File: config.mk
export PLATFORM = sky130hd
export DESIGN_NAME = irrigation_sequencer
export DESIGN_NICKNAME = d
export VERILOG_FILES = /design/src/rtl/irrigation_pkg.sv /design/src/rtl/irrigation_sensor_filter.sv /design/src/rtl/irrigation_sequencer.sv
export SDC_FILE = /design/constraint.sdc
export NUM_CORES = 1
export LEC_CHECK = 0
export ABC_AREA = 1
export BUFFER_PORTS_ARGS = -buffer_cell sky130_fd_sc_hd__buf_4
export CORE_MARGIN = 2
export CORE_UTILIZATION = 60
export CTS_CLUSTER_SIZE = 10
export DETAILED_ROUTE_END_ITERATION = 10
export HOLD_SLACK_MARGIN = 0.08
export PLACE_DENSITY = 0.76
export SLEW_MARGIN = 10
export SYNTH_ARGS = -nofsm -noshare
export SYNTH_HDL_FRONTEND = slang
export SYNTH_HIERARCHICAL = 1
export SYNTH_SLANG_ARGS = --single-unit
File: constraint.sdc
create_clock -name clk -period 2.1 [get_ports clk]
set_clock_uncertainty 0.15 [all_clocks]
set_input_delay 0.21 -clock clk [delete_from_list [all_inputs] [get_ports clk]]
set_output_delay 0.21 -clock clk [all_outputs]
set_load 0.01 [all_outputs]
File: src/rtl/irrigation_pkg.sv
// Shared types and codes for the irrigation sequencer: FSM states, sensor
// bundle layout, and the level/mode digit codes seen by the display logic.
package irrigation_pkg;

    localparam int LEVEL_W = 2;
    localparam int MODE_W  = 3;

    typedef enum logic [2:0] {
        ST_IDLE     = 3'd0,
        ST_FILL     = 3'd1,
        ST_SPRINKLE = 3'd2,
        ST_DRIP     = 3'd3,
        ST_FAULT    = 3'd4
    } state_t;

    typedef struct packed {
        logic h;
        logic m;
        logic l;
        logic dry;
        logic rain;
    } sensors_t;

    localparam logic [LEVEL_W-1:0] LVL_EMPTY = 2'd0;
    localparam logic [LEVEL_W-1:0] LVL_LOW   = 2'd1;
    localparam logic [LEVEL_W-1:0] LVL_MID   = 2'd2;
    localparam logic [LEVEL_W-1:0] LVL_FULL  = 2'd3;

    localparam logic [MODE_W-1:0] MODE_IDLE     = 3'd0;
    localparam logic [MODE_W-1:0] MODE_FILL     = 3'd1;
    localparam logic [MODE_W-1:0] MODE_SPRINKLE = 3'd2;
    localparam logic [MODE_W-1:0] MODE_DRIP     = 3'd3;
    localparam logic [MODE_W-1:0] MODE_FAULT    = 3'd4;

    function automatic logic [MODE_W-1:0] mode_of(input state_t s);
        case (s)
            ST_FILL:     return MODE_FILL;
            ST_SPRINKLE: return MODE_SPRINKLE;
            ST_DRIP:     return MODE_DRIP;
            ST_FAULT:    return MODE_FAULT;
            default:     return MODE_IDLE;
        endcase
    endfunction

endpackage

File: src/rtl/irrigation_sensor_filter.sv
// Synchronizes the raw sensor inputs and accepts a new sensor vector only after
// it has been seen unchanged on FILTER_TICKS consecutive ticks.
module irrigation_sensor_filter
    import irrigation_pkg::*;
#(
    parameter int FILTER_TICKS = 4
) (
    input  logic     clk,
    input  logic     reset,
    input  logic     tick,
    input  sensors_t raw,
    output sensors_t filtered,
    output logic     sensor_valid
);

    localparam int CNT_W = $clog2(FILTER_TICKS + 1);

    sensors_t               sync1;
    sensors_t               sync2;
    sensors_t               cand;
    logic [CNT_W-1:0]       stable_cnt;
    logic [CNT_W-1:0]       cnt_next;

    always_comb begin
        cnt_next = stable_cnt;
        if (sync2 != cand) begin
            cnt_next = CNT_W'(1);
        end else if (stable_cnt < CNT_W'(FILTER_TICKS)) begin
            cnt_next = stable_cnt + CNT_W'(1);
        end
    end

    // Filter history is wiped on reset so a full window is needed afterwards.
    always_ff @(posedge clk) begin
        if (reset) begin
            sync1        <= '0;
            sync2        <= '0;
            cand         <= '0;
            stable_cnt   <= '0;
            filtered     <= '0;
            sensor_valid <= 1'b0;
        end else begin
            sync1 <= raw;
            sync2 <= sync1;
            if (tick) begin
                cand       <= sync2;
                stable_cnt <= cnt_next;
                if (cnt_next == CNT_W'(FILTER_TICKS)) begin
                    filtered     <= sync2;
                    sensor_valid <= 1'b1;
                end
            end
        end
    end

endmodule

File: src/rtl/irrigation_sequencer.sv
// Irrigation mode controller: tick generation, filtered sensor decode, mode FSM,
// registered valve drives and display codes with a one-cycle update strobe.
module irrigation_sequencer
    import irrigation_pkg::*;
#(
    parameter int CLK_DIV       = 50000,
    parameter int FILTER_TICKS  = 4,
    parameter int MIN_RUN_TICKS = 10
) (
    input  logic               clk,
    input  logic               reset,
    input  logic               h,
    input  logic               m,
    input  logic               l,
    input  logic               dry,
    input  logic               rain,
    output logic               as_valve,
    output logic               gt_valve,
    output logic               fill_valve,
    output logic               alarm,
    output logic               disp_pulse,
    output logic [LEVEL_W-1:0] level_code,
    output logic [MODE_W-1:0]  mode_code
);

    localparam int DIV_W = $clog2(CLK_DIV);
    localparam int RUN_W = (MIN_RUN_TICKS < 1) ? 1 : $clog2(MIN_RUN_TICKS + 1);

    logic [DIV_W-1:0]   div_cnt;
    logic               tick;
    sensors_t           raw;
    sensors_t           filt;
    logic               sensor_valid;
    logic [LEVEL_W-1:0] level;
    logic               invalid;
    logic [RUN_W-1:0]   run_cnt;
    logic               run_done;
    logic               want_water;
    state_t             state;
    state_t             state_next;

    assign tick = (div_cnt == DIV_W'(CLK_DIV - 1));
    assign raw  = {h, m, l, dry, rain};

    always_ff @(posedge clk) begin
        if (reset) begin
            div_cnt <= '0;
        end else if (tick) begin
            div_cnt <= '0;
        end else begin
            div_cnt <= div_cnt + DIV_W'(1);
        end
    end

    irrigation_sensor_filter #(
        .FILTER_TICKS(FILTER_TICKS)
    ) u_filter (
        .clk         (clk),
        .reset       (reset),
        .tick        (tick),
        .raw         (raw),
        .filtered    (filt),
        .sensor_valid(sensor_valid)
    );

    assign invalid    = (filt.h & ~filt.m) | (filt.m & ~filt.l);
    assign run_done   = (run_cnt >= RUN_W'(MIN_RUN_TICKS));
    assign want_water = filt.dry & ~filt.rain;

    always_comb begin
        if (!filt.l) begin
            level = LVL_EMPTY;
        end else if (!filt.m) begin
            level = LVL_LOW;
        end else if (!filt.h) begin
            level = LVL_MID;
        end else begin
            level = LVL_FULL;
        end
    end

    always_ff @(posedge clk) begin
        if (reset) begin
            state <= ST_IDLE;
        end else begin
            state <= state_next;
        end
    end

    // Faults and an empty tank preempt the minimum run time.
    always_comb begin
        state_next = state;
        if (tick && sensor_valid) begin
            if (invalid) begin
                state_next = ST_FAULT;
            end else if (state == ST_FAULT) begin
                state_next = ST_IDLE;
            end else if ((state == ST_SPRINKLE || state == ST_DRIP) && level == LVL_EMPTY) begin
                state_next = ST_FILL;
            end else begin
                case (state)
                    ST_IDLE: begin
                        if (level == LVL_EMPTY) begin
                            state_next = ST_FILL;
                        end else if (want_water) begin
                            state_next = (level == LVL_FULL) ? ST_SPRINKLE : ST_DRIP;
                        end
                    end
                    ST_FILL: begin
                        if (level == LVL_FULL) begin
                            state_next = ST_IDLE;
                        end
                    end
                    ST_SPRINKLE: begin
                        if (run_done) begin
                            if (!want_water) begin
                                state_next = ST_IDLE;
                            end else if (level != LVL_FULL) begin
                                state_next = ST_DRIP;
                            end
                        end
                    end
                    ST_DRIP: begin
                        if (run_done) begin
                            if (!want_water) begin
                                state_next = ST_IDLE;
                            end else if (level == LVL_FULL) begin
                                state_next = ST_SPRINKLE;
                            end
                        end
                    end
                    default: state_next = ST_IDLE;
                endcase
            end
        end
    end

    always_ff @(posedge clk) begin
        if (reset) begin
            run_cnt <= '0;
        end else if (state_next != state) begin
            run_cnt <= '0;
        end else if (tick && !run_done) begin
            run_cnt <= run_cnt + RUN_W'(1);
        end
    end

    // Valves decode the settled state; display codes capture the post-tick view.
    always_ff @(posedge clk) begin
        if (reset) begin
            as_valve   <= 1'b0;
            gt_valve   <= 1'b0;
            fill_valve <= 1'b0;
            alarm      <= 1'b0;
            disp_pulse <= 1'b0;
            level_code <= LVL_EMPTY;
            mode_code  <= MODE_IDLE;
        end else begin
            as_valve   <= (state == ST_SPRINKLE);
            gt_valve   <= (state == ST_DRIP);
            fill_valve <= (state == ST_FILL);
            alarm      <= (state == ST_FAULT);
            disp_pulse <= tick;
            if (tick) begin
                mode_code <= mode_of(state_next);
                if (!invalid) begin
                    level_code <= level;
                end
            end
        end
    end

endmodule

Yosys cells after proc, flatten, opt, wreduce, memory -nomap -nowiden
Cells that the tools add are included.
{ "word_totals": {"elab_cells": 91, "register_bits": 57} }
{ "op_classes": {"eq_ne": 14, "order_cmp": 2, "reduce_logical": 11, "n_bitwise": 8, "add_sub_neg": 3, "mux": 21} }
{ "ops": {"columns": ["op", "count"], "rows": [
  ["$mux W3", 15],
  ["$pmux W3 S4", 2],
  ["$add A16 B1 Y16 const B", 1],
  ["$eq A16 B16 Y1 const B", 1],
  ["$eq A3 B2 Y1 const B", 4],
  ["$eq A3 B3 Y1 const B", 3],
  ["$eq A3 B1 Y1 const B", 2],
  ["$ne A5 B5 Y1", 1],
  ["$add A4 B1 Y4 const B", 1],
  ["$ge A4 B4 Y1 const B", 1],
  ["$mux W2", 2],
  ["$not A1 Y1", 4],
  ["$reduce_and A2 Y1", 2],
  ["$reduce_or A2 Y1", 2],
  ["$add A3 B1 Y3 const B", 1],
  ["$and A1 B1 Y1", 3],
  ["$logic_and A1 B1 Y1", 3],
  ["$logic_not A3 Y1", 1],
  ["$lt A3 B3 Y1 const B", 1],
  ["$ne A3 B3 Y1", 1],
  ["$eq A2 B2 Y1 const B", 1],
  ["$logic_not A2 Y1", 1],
  ["$mux W1", 2],
  ["$ne A2 B2 Y1 const B", 1],
  ["3 further kinds", 3]
]} }

Logic depth before layout (Yosys ltp)
Gate-level depths: netlist (run 1).
{ "depth": {"word_depth": 14, "mapped_depth": 14, "depth_no_buf": 14} }

By module
The synthesis (run 1) kept the hierarchy.
{ "modules_own_cells": {"columns": ["mod", "area_each_um2", "n_inst", "seq_area_each_um2", "cells_per_inst"], "rows": [
  ["irrigation_sequencer", 1722.9, 1, 660.6, 245],
  ["irrigation_sensor_filter", 962.2, 1, 480.5, 130]
]} }

Worst setup path before layout (run 1)
OpenSTA, ideal clock, no wires.
{ "synth_path": {"kind": "register -> register", "from": "register div_cnt[0]", "to": "register u_filter/filtered[3] in the netlist's numbering", "required_time_ns": 1.837, "path_stages_with_launch": 13, "n_path_buf": 0, "synth_period_minus_slack_ns": 1.863, "arrival_time_ns": 1.601, "path_slack_ns": 0.237, "setup_ns": 0.113, "cell_sequence": "dfxtp_1 ha_1 nand2_2 nor2_4 nand2_4 inv_1 nand3_1 inv_1 inv_1 nor3_2 nand3_1 nand2_1 nor2_1"} }
{ "synth_between": {"elab_chain_len": 2} }
{ "synth_lines": {"columns": ["element", "line_no", "text"], "rows": [
  ["start: declaration", "irrigation_sequencer.sv:29", "logic [DIV_W-1:0] div_cnt;"],
  ["start signal: assignment", "irrigation_sequencer.sv:51", "div_cnt <= div_cnt + DIV_W'(1);"],
  ["$eq A16 B16 Y1", "irrigation_sequencer.sv:42", "assign tick = (div_cnt == DIV_W'(CLK_DIV - 1));"],
  ["net tick", "irrigation_sequencer.sv:30", "logic tick;"],
  ["$reduce_and A2 Y1 (no line)", null, null],
  ["end signal: assignment", "irrigation_sensor_filter.sv:49", "filtered <= sync2;"],
  ["end: declaration", "irrigation_sensor_filter.sv:12", "output sensors_t filtered,"]
]} }
The timed path passes the listed nets, and every way through them passes these cells.
A chain may end at the register's enable or synchronous reset.

Final worst setup path (run 1)
{ "layout_path": {"from": "register div_cnt[0]", "to": "register u_filter/filtered[2] in the netlist's numbering"} }
Same word-level chain as after synthesis.

==> summary.txt, run 1 <==
Yosys
  • Compound-Gate Fraction of Synth Area: around 7.8%
  • Mux contribution to synthesized area: 0%
  • Post-synth top area share: 42.5%
  • Post-Syn Area: ~2700 sq um
  • Main area contributors after synthesis: dfxtp_1 42%, nand2_1 8.8%, nor2_1 8.8%
  • Leading area contributor after synthesis: dfxtp_1
  • Syn_nets: about 390
  • Synthesized instance count: roughly 380
  • Xor and xnor area share after synthesis: approximately 2.3%
  • Post-synthesis sequential area ratio: a little over two fifths
  • Yosys Warn Count: 6
  • Post-synthesis adder-cell area fraction: between 1.5 and 2%
  • Synth cell types: 34
  • Synthesis-stage register bit count: 57
  • Post-synthesis simple-gate area fraction: between 30% and 40%
  • Largest family of logic cells by synthesized area: simple AND/OR/NAND/NOR gates
  • Synth Area per Inst: slightly above 7 sq um

STA
  • Fin Setup TNS: 0 ns
  • Fin worst setup slack: 0.215 ns
  • Crit share post-route: 89.8%
  • RSZ-0062 raised after global routing: no
  • Setup violators final: 0
  • Slew headroom: between 70% and 80%
  • Least-Margin Pin Slew: approximately 0.32 ns
  • Max Clk Rate: 0.531 GHz
  • Final slew viol count: 0
  • Crit path time final: ~1.9 ns
  • Final Hold Viols: 0

Global route
  • GRT Total Usage: 22.5%
  • Vias in the first global route: between 2,000 and 2,500
  • First-pass GRT wire length: approximately 8800 um
  • Largest net degree at the start of global routing: 26
  • Initial antenna violation count: 0
  • Gr ovfl total: 0

Final layout
  • Commonest non-fill, non-tap cells in the layout: 63 x nand2_1, 63 x nor2_1, 57 x dfxtp_1
  • Area growth, synth to finish: 17.8%
  • Ant. Diodes: 0
  • # fillers: roughly 340
  • Share of layout cells above drive strength 1: between 15 and 20%
  • Nets: approximately 420
  • Area of the multi-input gates: roughly 1300 sq um
  • Design area: ~3200 sq um
  • FF+latch area: 1140 sq um
  • Final design utilization: between 70% and 80%

Route
  • WL met2: 2310 um
  • Vias/cell: roughly 5
  • DR DRC count: 0
  • Post-route ant nets: 0
  • DR iter-0 viols: approximately 140
  • Drt pass-1 iters: 4
  • Top Metal Used: met4
  • Via count: 2,315
  • Routed met3 length: 214 um
  • Post-route met1 wirelength: around 2300 um
  • Drt wl/cell: 10.7 um
  • Final wirelength: between 4000 and 5000 um

Floorplanning
  • Core area: roughly 4300 sq um
  • Ports: 17
  • Die area: approximately 5000 sq um
  • Die H: just over 70 um
  • Die width: approximately 70 um
  • Initial Util: between 60 and 70%
  • Rows: 24

Critical path
  • Setup CP Type: reg2reg
  • Endpoint class of the critical path: register
  • Crit path max-delay family: simple AND/OR/NAND/NOR gates
  • Worst Path Buf+Inv: 3
  • Critical-path cell list: ha_1 > nand2_2 > nor2_4 > nand2_4 > inv_1 > nand3_1 > inv_1 > buf_4 > nand3_2 > nor2_4 > nor2_1 > nor2_1
  • Worst EP required: 2.22 ns
  • Crit path max fanout: 15
  • Worst stage delay on the critical path: 0.35 ns
  • Critical path startpoint category: register
  • Worst EP arrival: 2.01 ns
  • Critical path's slowest cell: dfxtp_1

Placed design
  • Final Wtd Congestion: a little over 0.9
  • IO Port Bufs: 16
  • Detailed Place HPWL: 3580 um
  • Post-place setup slack: 0.166 ns
  • Placed instance area: approximately 2900 sq um

Clock network
  • Htree depth: 3
  • Number of CTS-inserted buffers: 9
  • CTS root buf: clkbuf_8
  • Clk buf depth: 2
  • Num Clock Sinks: 57
  • Clock Latency Late Sink: between 0.3 and 0.4 ns
  • CTS tree: yes
  • Post-CTS setup repair buffer count: 0
  • Clock transition at the registers of the reported paths: about 0.060 ns

Power
  • Lkg Pwr: around 1.3 nW
  • Max VDD drop: around 0.00048 V
  • Total design power: 2.15 mW
  • Pwr/cell area: around 680 nW/um^2

Worst hold path
  • Hold crit path type: reg2reg

Status
  • Status: finished clean

Run
  • MaxCap Viol Count: 0
[tightest hold or removal path: cells and delay by family (launching register included)]
kind | cells | cell delay, ns
flops | 1 | 0.29
buf+inv | 1 | 0.04
simple gates | 1 | 0.03
[final cells by class]
| class | count | share of cell area (%) |
|---|---|---|
| repair buffers | 28 | 7.44 |
| well taps | 52 | 2.06 |
| flip-flops and latches | 57 | 36.1 |
| inverters | 66 | 7.84 |
| clock buffers | 14 | 5.78 |
| clock inverters | 2 | 0.317 |
| multi-input cells | 248 | 40.5 |
[sequential cells by signal (all words and copies together) (netlist names), 2 cells and up]
signal               flops
mode_code                3
div_cnt                 16
u_filter/filtered        5
u_filter/cand            5
state                    3
u_filter/stable_cnt      3
u_filter/sync1           5
u_filter/sync2           5
run_cnt                  4
level_code               2
[Yosys cell counts]
library cell	count
xnor2_1	1
nand3_1	30
nand2_4	1
o21bai_1	1
nor4_1	2
o21ai_1	3
inv_1	55
nor2_2	6
o211ai_1	1
inv_2	9
dfxtp_1	57
clkbuf_1	3
nand4_2	1
nor3b_2	1
o31ai_1	1
o21ai_2	2
nor3_1	9
buf_6	1
nand3b_1	1
ha_1	4
nand2_1	63
a21oi_1	14
nand3_2	4
and3_1	1
nor3_2	2
nor2_4	6
nand4_1	5
nor2_1	63
o21a_1	1
clkinv_1	2
nand2_2	4
xor2_1	6
o21ai_0	14
a21boi_0	1
[through the flow]
stage	hold slack (ns)	std cells
floorplan	0.129	375
global placement	0.239	441
detailed placement	0.245	441
CTS	0.253	467
global route	0.270	467
finish	0.250	467
[cell families (layout without fill, tap and decap cells)]
family	Yosys count	count (layout)
adders and majority gates	4	4
and+or+nand+nor	199	199
xor gates and xnor gates	7	7
buffers and inverters	70	110
DFF	57	57
AOI/OAI and AO/OA	38	38
[path summary, 6_finish.rpt]
kind	from	endpoint	slack, ns	cells past startpoint
worst max-delay path	div_cnt[0]$_SDFF_PP0_	u_filter/filtered[2]$_SDFFE_PP0P_	0.22	12
worst max register to register	div_cnt[0]$_SDFF_PP0_	u_filter/filtered[2]$_SDFFE_PP0P_	0.22	12
worst min register to register	u_filter/sync1[3]$_SDFF_PP0_	u_filter/sync2[3]$_SDFF_PP0_	0.25	2
worst min-delay path	u_filter/sync1[3]$_SDFF_PP0_	u_filter/sync2[3]$_SDFF_PP0_	0.25	2
[where the power goes]
part / internal, mW / switching [mW] / leakage [nW]
logic: 0.0377 / 0.0486 / 0.785
registers: 1.10 / 0.00626 / 0.462
clock network: 0.553 / 0.407 / 0.102
total: 1.69 / 0.462 / 1.35
[metal layers]
metal  vias up  track usage (%)
met5         -                0
met1      1015             26.8
met3        10             4.84
met2        37             37.0
met4         0             13.8
li1       1253                -
[what timing repair did]
| item | 4_1_cts | 5_1_grt |
|---|---|---|
| setup endpoints to repair | 0 | 5 |
| hold endpoints to repair | 11 | 0 |
| hold buffers | 10 | 0 |
| gates resized for setup | 0 | 1 |
No activity file was read; power rests on OpenSTA's default activity.
==> run 2: changes to the inputs <==
--- a/config.mk
+++ b/config.mk
@@ -7,8 +7,10 @@
 export LEC_CHECK = 0
 export ABC_AREA = 1
 export BUFFER_PORTS_ARGS = -buffer_cell sky130_fd_sc_hd__buf_4
+export CELL_PAD_IN_SITES_DETAIL_PLACEMENT = 1
+export CELL_PAD_IN_SITES_GLOBAL_PLACEMENT = 1
 export CORE_MARGIN = 2
-export CORE_UTILIZATION = 60
+export CORE_UTILIZATION = 44
 export CTS_CLUSTER_SIZE = 10
 export DETAILED_ROUTE_END_ITERATION = 10
 export HOLD_SLACK_MARGIN = 0.08
==> constraint.sdc (replaced) <==
create_clock -name clk -period 1.8 [get_ports clk]
set_clock_uncertainty 0.15 [all_clocks]
set_input_delay 0.18 -clock clk [delete_from_list [all_inputs] [get_ports clk]]
set_output_delay 0.18 -clock clk [all_outputs]
set_load 0.01 [all_outputs]
==> run 2 against run 1 <==
Count of clock-buffer cells in the layout did not move. Worst hold slack improved by 0.0044 ns. Setup slack worse by 0.34 ns. First-iteration DRC count fell by 42%. The flow now finishes with violations (setup timing). Die area increased by 34%. Critical endpoint is now run_cnt[1]$_SDFFE_PP0P_. Clock power grew 10%. Via count grew 14%. Register-to-register slack got worse by 0.34 ns.
==> summary.txt, run 2 (same netlist as run 1, synthesis figures left out) <==
Critical path
  • Worst Path Buf+Inv: 2
  • Critical Path Start: div_cnt[0]$_SDFF_PP0_
  • Length in cells of the worst reg-to-reg path: 10
  • Worst EP arrival: 2.05 ns
  • Worst Setup EP: run_cnt[1]$_SDFFE_PP0P_
  • Critical path startpoint category: register
  • Worst EP required: 1.92 ns
  • Critical-path cell list: ha_4 > nand2_4 > nor2_4 > nand2_4 > buf_6 > nor2_4 > nand3_1 > o21ai_0 > inv_1 > nor2_1
  • Flop-to-flop setup slack: -0.13 ns
  • R2R Path End: run_cnt[1]$_SDFFE_PP0P_
  • Crit path max fanout: 4
  • Worst stage delay on the critical path: around 0.35 ns
  • Critical R2R Launch: div_cnt[0]$_SDFF_PP0_
  • CP Depth: 10
  • Critical path's slowest cell: dfxtp_2
  • Crit path max-delay family: simple AND/OR/NAND/NOR gates
  • Setup CP Type: reg2reg
  • Endpoint class of the critical path: register

Final layout
  • Largest Register: div_cnt
  • Commonest non-fill, non-tap cells in the layout: 56 x nand2_1, 56 x nor2_1, 54 x dfxtp_1
  • Final design utilization: between 60% and 70%
  • Nets: between 400 and 500
  • Area growth, synth to finish: 35.5%
  • Max reg flops: 16
  • Share of layout cells above drive strength 1: between 20% and 30%
  • Ant. Diodes: 0

Floorplanning
  • Rows: 28
  • Ports: 17
  • Die H: a little over 80 um
  • Die area: approximately 6700 sq um
  • Core area: 5920 sq um
  • Die width: about 82 um
  • Initial Util: between 40% and 50%

Route
  • Drt pass-1 iters: 4
  • Final wirelength: 7760 um
  • Drt wl/cell: about 15 um
  • Post-route ant nets: 0
  • DR DRC count: 0
  • Via count: ~2,600
  • DR iter-0 viols: between 80 and 90
  • Vias/cell: 5.02

STA
  • Crit path time final: ~1.9 ns
  • Least-Margin Pin Slew: approximately 0.37 ns
  • Crit share post-route: 107%
  • Fin worst setup slack: -0.126 ns
  • Setup violators final: 7
  • Max Clk Rate: between 0.5 and 0.6 GHz
  • Final Hold Viols: 0
  • Final slew viol count: 0
  • RSZ-0062 raised after global routing: yes
  • Worst hold slack: around 0.25 ns
  • Slew headroom: between 70 and 80%

Clock network
  • Number of CTS-inserted buffers: 9
  • Clk buf depth: 2
  • Num Clock Sinks: 57
  • CTS root buf: clkbuf_8
  • Clock Latency Late Sink: 0.33 ns
  • Clock transition at the registers of the reported paths: roughly 0.070 ns
  • Htree depth: 3
  • CTS tree: yes

Global route
  • Initial antenna violation count: 0
  • Gr ovfl total: 0
  • First-pass GRT wire length: 11,800 um
  • Largest net degree at the start of global routing: 26
  • GRT Total Usage: 23.2%
  • Vias in the first global route: approximately 2,600

Placed design
  • IO Port Bufs: 16
  • Detailed Place HPWL: 5070 um
  • Final Wtd Congestion: between 0.8 and 0.9
  • Post-place setup slack: -0.133 ns

Worst hold path
  • Hold_sp: u_filter/sync1[0]$_SDFF_PP0_
  • Hold crit path type: reg2reg

Power
  • Max VDD drop: between 0.0004 and 0.0005 V
  • Lkg Pwr: approximately 1.5 nW
  • Pwr/cell area: 680 nW/um^2
  • Total design power: 2.47 mW

Status
  • Status: complete, but fails checks
  • Failing checks: setup timing

Run
  • MaxCap Viol Count: 0
[run 2: cell count changes in the layout (fill, tap and decap cells not counted), sizes merged]
cell         change
buf             +35
clkinv           -2
dlygate4sd3      +1
[run 2: layout make-up]
class                   count  area, sq um
fillers                   752         2280
multi-input cells         248         1460
flip-flops and latches     57         1140
repair buffers             64          531
inverters                  66          250
clock buffers              14          163
well taps                  75         93.8
[run 2: worst register-to-register path, stage by stage, from the launching register on]
cell and delay, ns:
dfxtp_2 0.35, ha_4 0.15, nand2_4 0.05, nor2_4 0.11, nand2_4 0.07, buf_6 0.12
nor2_4 0.17, nand3_1 0.22, o21ai_0 0.28, inv_1 0.08, nor2_1 0.09
[run 2: worst min-delay path by stage]
stage,end,cells past startpoint,slack (ns)
2_1_floorplan,u_filter/stable_cnt[1]$_SDFFE_PP0P_,1,0.1
3_3_place_gp,u_filter/sync1[0]$_SDFF_PP0_,3,0.23
3_5_place_dp,u_filter/sync1[4]$_SDFF_PP0_,3,0.24
4_1_cts,u_filter/sync2[1]$_SDFF_PP0_,2,0.26
5_1_grt,u_filter/sync2[0]$_SDFF_PP0_,2,0.28
6_report,u_filter/sync2[0]$_SDFF_PP0_,2,0.25
[run 2: timing repair]
action | in CTS | in global routing
gates resized for setup | 13 | 44
setup endpoints to repair | 18 | 30
hold buffers | 11 | 0
hold endpoints to repair | 15 | 0
buffers inserted | 4 | 7
gates cloned | 0 | 0
pin swaps | 9 | 16
[run 2: through the flow]
step                      instance area, sq um  setup TNS (ns)  cells
after global placement                    3090          -0.205    489
final                                     3640          -0.582    524
after global routing                      3640           -2.26    524
after detailed placement                  3090          -0.981    489
after floorplan                           2690               0    375
after CTS                                 3450          -0.300    518
[run 2: per-layer routing]
metal,routed length [um],track usage [%]
met3,205,4.24
met5,0,0
met4,136,9.33
met2,4160,42.3
met1,3260,26.7
[run 2: report_power, final]
group	switching (mW)	leakage, nW	internal (mW)	total (mW)
Clock	0.494	0.0826	0.562	1.06
Combinational	0.0693	0.989	0.0581	0.127
Sequential	0.0104	0.463	1.28	1.29
Total	0.574	1.53	1.90	2.47
==> run 3: changes to the inputs <==
--- a/config.mk
+++ b/config.mk
@@ -15,7 +15,6 @@
 export DETAILED_ROUTE_END_ITERATION = 10
 export HOLD_SLACK_MARGIN = 0.08
 export PLACE_DENSITY = 0.76
-export SLEW_MARGIN = 10
 export SYNTH_ARGS = -nofsm -noshare
 export SYNTH_HDL_FRONTEND = slang
 export SYNTH_HIERARCHICAL = 1
==> constraint.sdc (replaced) <==
create_clock -name clk -period 1.8 [get_ports clk]
set_clock_uncertainty 0.15 [all_clocks]
set_input_delay 0.54 -clock clk [delete_from_list [all_inputs] [get_ports clk]]
set_output_delay 0.54 -clock clk [all_outputs]
set_load 0.01 [all_outputs]
==> run 3 against run 2 <==
Via count fell by 3.5%. The flow still finishes with violations (setup timing). Critical path type unchanged. Register-to-register slack about the same. Sequential share of layout area up 1.9 points. Global-route usage shrank 1.5 points. Final area down 5.8%.
==> summary.txt, run 3 (same netlist as run 1, synthesis figures left out) <==
Clock network
  • Hold buffers post-CTS: 0
  • Clock Latency Late Sink: roughly 0.34 ns
  • Clk buf depth: 2
  • Htree depth: 3
  • Num Clock Sinks: 57
  • Number of CTS-inserted buffers: 9
  • Clock transition at the registers of the reported paths: 0.06 ns
  • CTS tree: yes
  • CTS root buf: clkbuf_8

STA
  • Least-Margin Pin Slew: about 0.33 ns
  • Crit share post-route: 106%
  • Final slew viol count: 0
  • Slew headroom: 77.7%
  • Crit path time final: ~1.9 ns
  • Setup violators final: 7
  • Fin worst setup slack: -0.111 ns
  • Max Clk Rate: 0.523 GHz
  • RSZ-0062 raised after global routing: yes
  • Final Hold Viols: 0

Floorplanning
  • Die H: slightly above 80 um
  • Ports: 17
  • Die width: around 82 um
  • Initial Util: between 40% and 50%
  • Die area: around 6700 sq um
  • Rows: 28
  • Core area: just under 6000 sq um

Critical path
  • Worst EP arrival: 1.99 ns
  • Critical path startpoint category: register
  • Worst EP required: between 1.5 and 2 ns
  • Endpoint class of the critical path: register
  • Setup CP Type: reg2reg
  • Crit path max fanout: 4

Route
  • Final wirelength: around 6900 um
  • Top Metal Used: met4
  • Via count: 2,541
  • Vias/cell: around 5.0
  • WL met2: 3450 um
  • Post-route met1 wirelength: 3150 um
  • Routed met3 length: 225 um
  • Post-route ant nets: 0
  • DR DRC count: 0
  • DR iter-0 viols: between 80 and 90
  • Drt pass-1 iters: 4
  • Drt wl/cell: 13.6 um

Global route
  • Gr ovfl total: 0
  • Initial antenna violation count: 0
  • Vias in the first global route: between 2,000 and 2,500
  • First-pass GRT wire length: between 10,000 and 15,000 um
  • Largest net degree at the start of global routing: 14
  • GRT Total Usage: between 20% and 30%

Final layout
  • Area growth, synth to finish: 27.6%
  • FF+latch area: between 1000 and 1500 sq um
  • Commonest non-fill, non-tap cells in the layout: 59 x nand2_1, 59 x nor2_1, 54 x dfxtp_1
  • Max reg flops: 16
  • Nets: roughly 440
  • Non-filler cells, final: 509
  • # fillers: 780
  • Largest Register: div_cnt
  • Ant. Diodes: 0
  • Final design utilization: slightly below 60%
  • Area of the multi-input gates: 1400 sq um
  • Share of layout cells above drive strength 1: 27.6%

Power
  • Max VDD drop: approximately 0.00048 V
  • Lkg Pwr: approximately 1.5 nW
  • Total design power: approximately 2.4 mW
  • Pwr/cell area: just under 700 nW/um^2

Placed design
  • Detailed Place HPWL: 5010 um
  • Final Wtd Congestion: about 0.83
  • Cells after DPL: 490
  • IO Port Bufs: 16

Run
  • MaxCap Viol Count: 0

Status
  • Failing checks: setup timing
  • Status: complete, but fails checks

Worst hold path
  • Hold crit path type: in2reg
run 3: area by class of cell:
cell class / count / area share (%)
clock inverter: 1 / 0.146
clock buffer: 12 / 4.24
timing repair buffer: 50 / 11.4
tap: 75 / 2.74
inverter: 66 / 7.30
multi-input combinational: 248 / 40.8
sequential: 57 / 33.4
run 3: worst paths after layout:
kind | slack (ns) | to | cells past startpoint | startpoint
hold reg to reg | 0.26 | u_filter/sync2[4]$_SDFF_PP0_ | 2 | u_filter/sync1[4]$_SDFF_PP0_
setup / recovery | -0.11 | run_cnt[0]$_SDFFE_PP0P_ | 13 | div_cnt[0]$_SDFF_PP0_
hold / removal | 0.25 | u_filter/sync1[4]$_SDFF_PP0_ | 3 | h
setup reg to reg | -0.11 | run_cnt[0]$_SDFFE_PP0P_ | 13 | div_cnt[0]$_SDFF_PP0_
run 3: metal layers:
layer / track usage, % / vias to the layer above
met2: 37.3 / 42
met5: 0 / -
met1: 25.6 / 1192
li1: - / 1298
met3: 5.22 / 9
met4: 9.67 / 0
run 3: metrics by stage:
stage                     setup slack, ns  TNS, ns  cell area (sq um)  hold WS (ns)
after floorplan                    0.0189        0               2690         0.238
final                              -0.111   -0.533               3430         0.254
after global placement            -0.0470   -0.219               3090         0.239
after global routing               -0.203    -1.78               3430         0.254
after CTS                         -0.0719   -0.393               3330         0.245
after detailed placement           -0.128   -0.874               3090         0.254
run 3: report_power, final:
| part | internal [mW] | switching (mW) | leakage [nW] | total [mW] |
|---|---|---|---|---|
| registers | 1.28 | 0.0103 | 0.463 | 1.29 |
| clock network | 0.512 | 0.476 | 0.0782 | 0.988 |
| logic | 0.0431 | 0.0622 | 0.916 | 0.105 |
run 3: repair_timing:
item,4_1_cts,5_1_grt
pin swaps,13,11
endpoints found under the setup margin,14,26
buffers inserted,4,3
resized for setup,14,25
cloned,0,0
run 3: critical path: stages, from the launching register on:
cell,delay [ns]
dfxtp_2,0.35
ha_4,0.15
nand2_4,0.05
nor2_4,0.11
nand2_4,0.07
buf_6,0.11
nor2_4,0.15
nand3_2,0.10
nor2_2,0.14
nand3_1,0.09
nand2_1,0.10
nand2_2,0.07
nand3_4,0.09
nor2_1,0.05
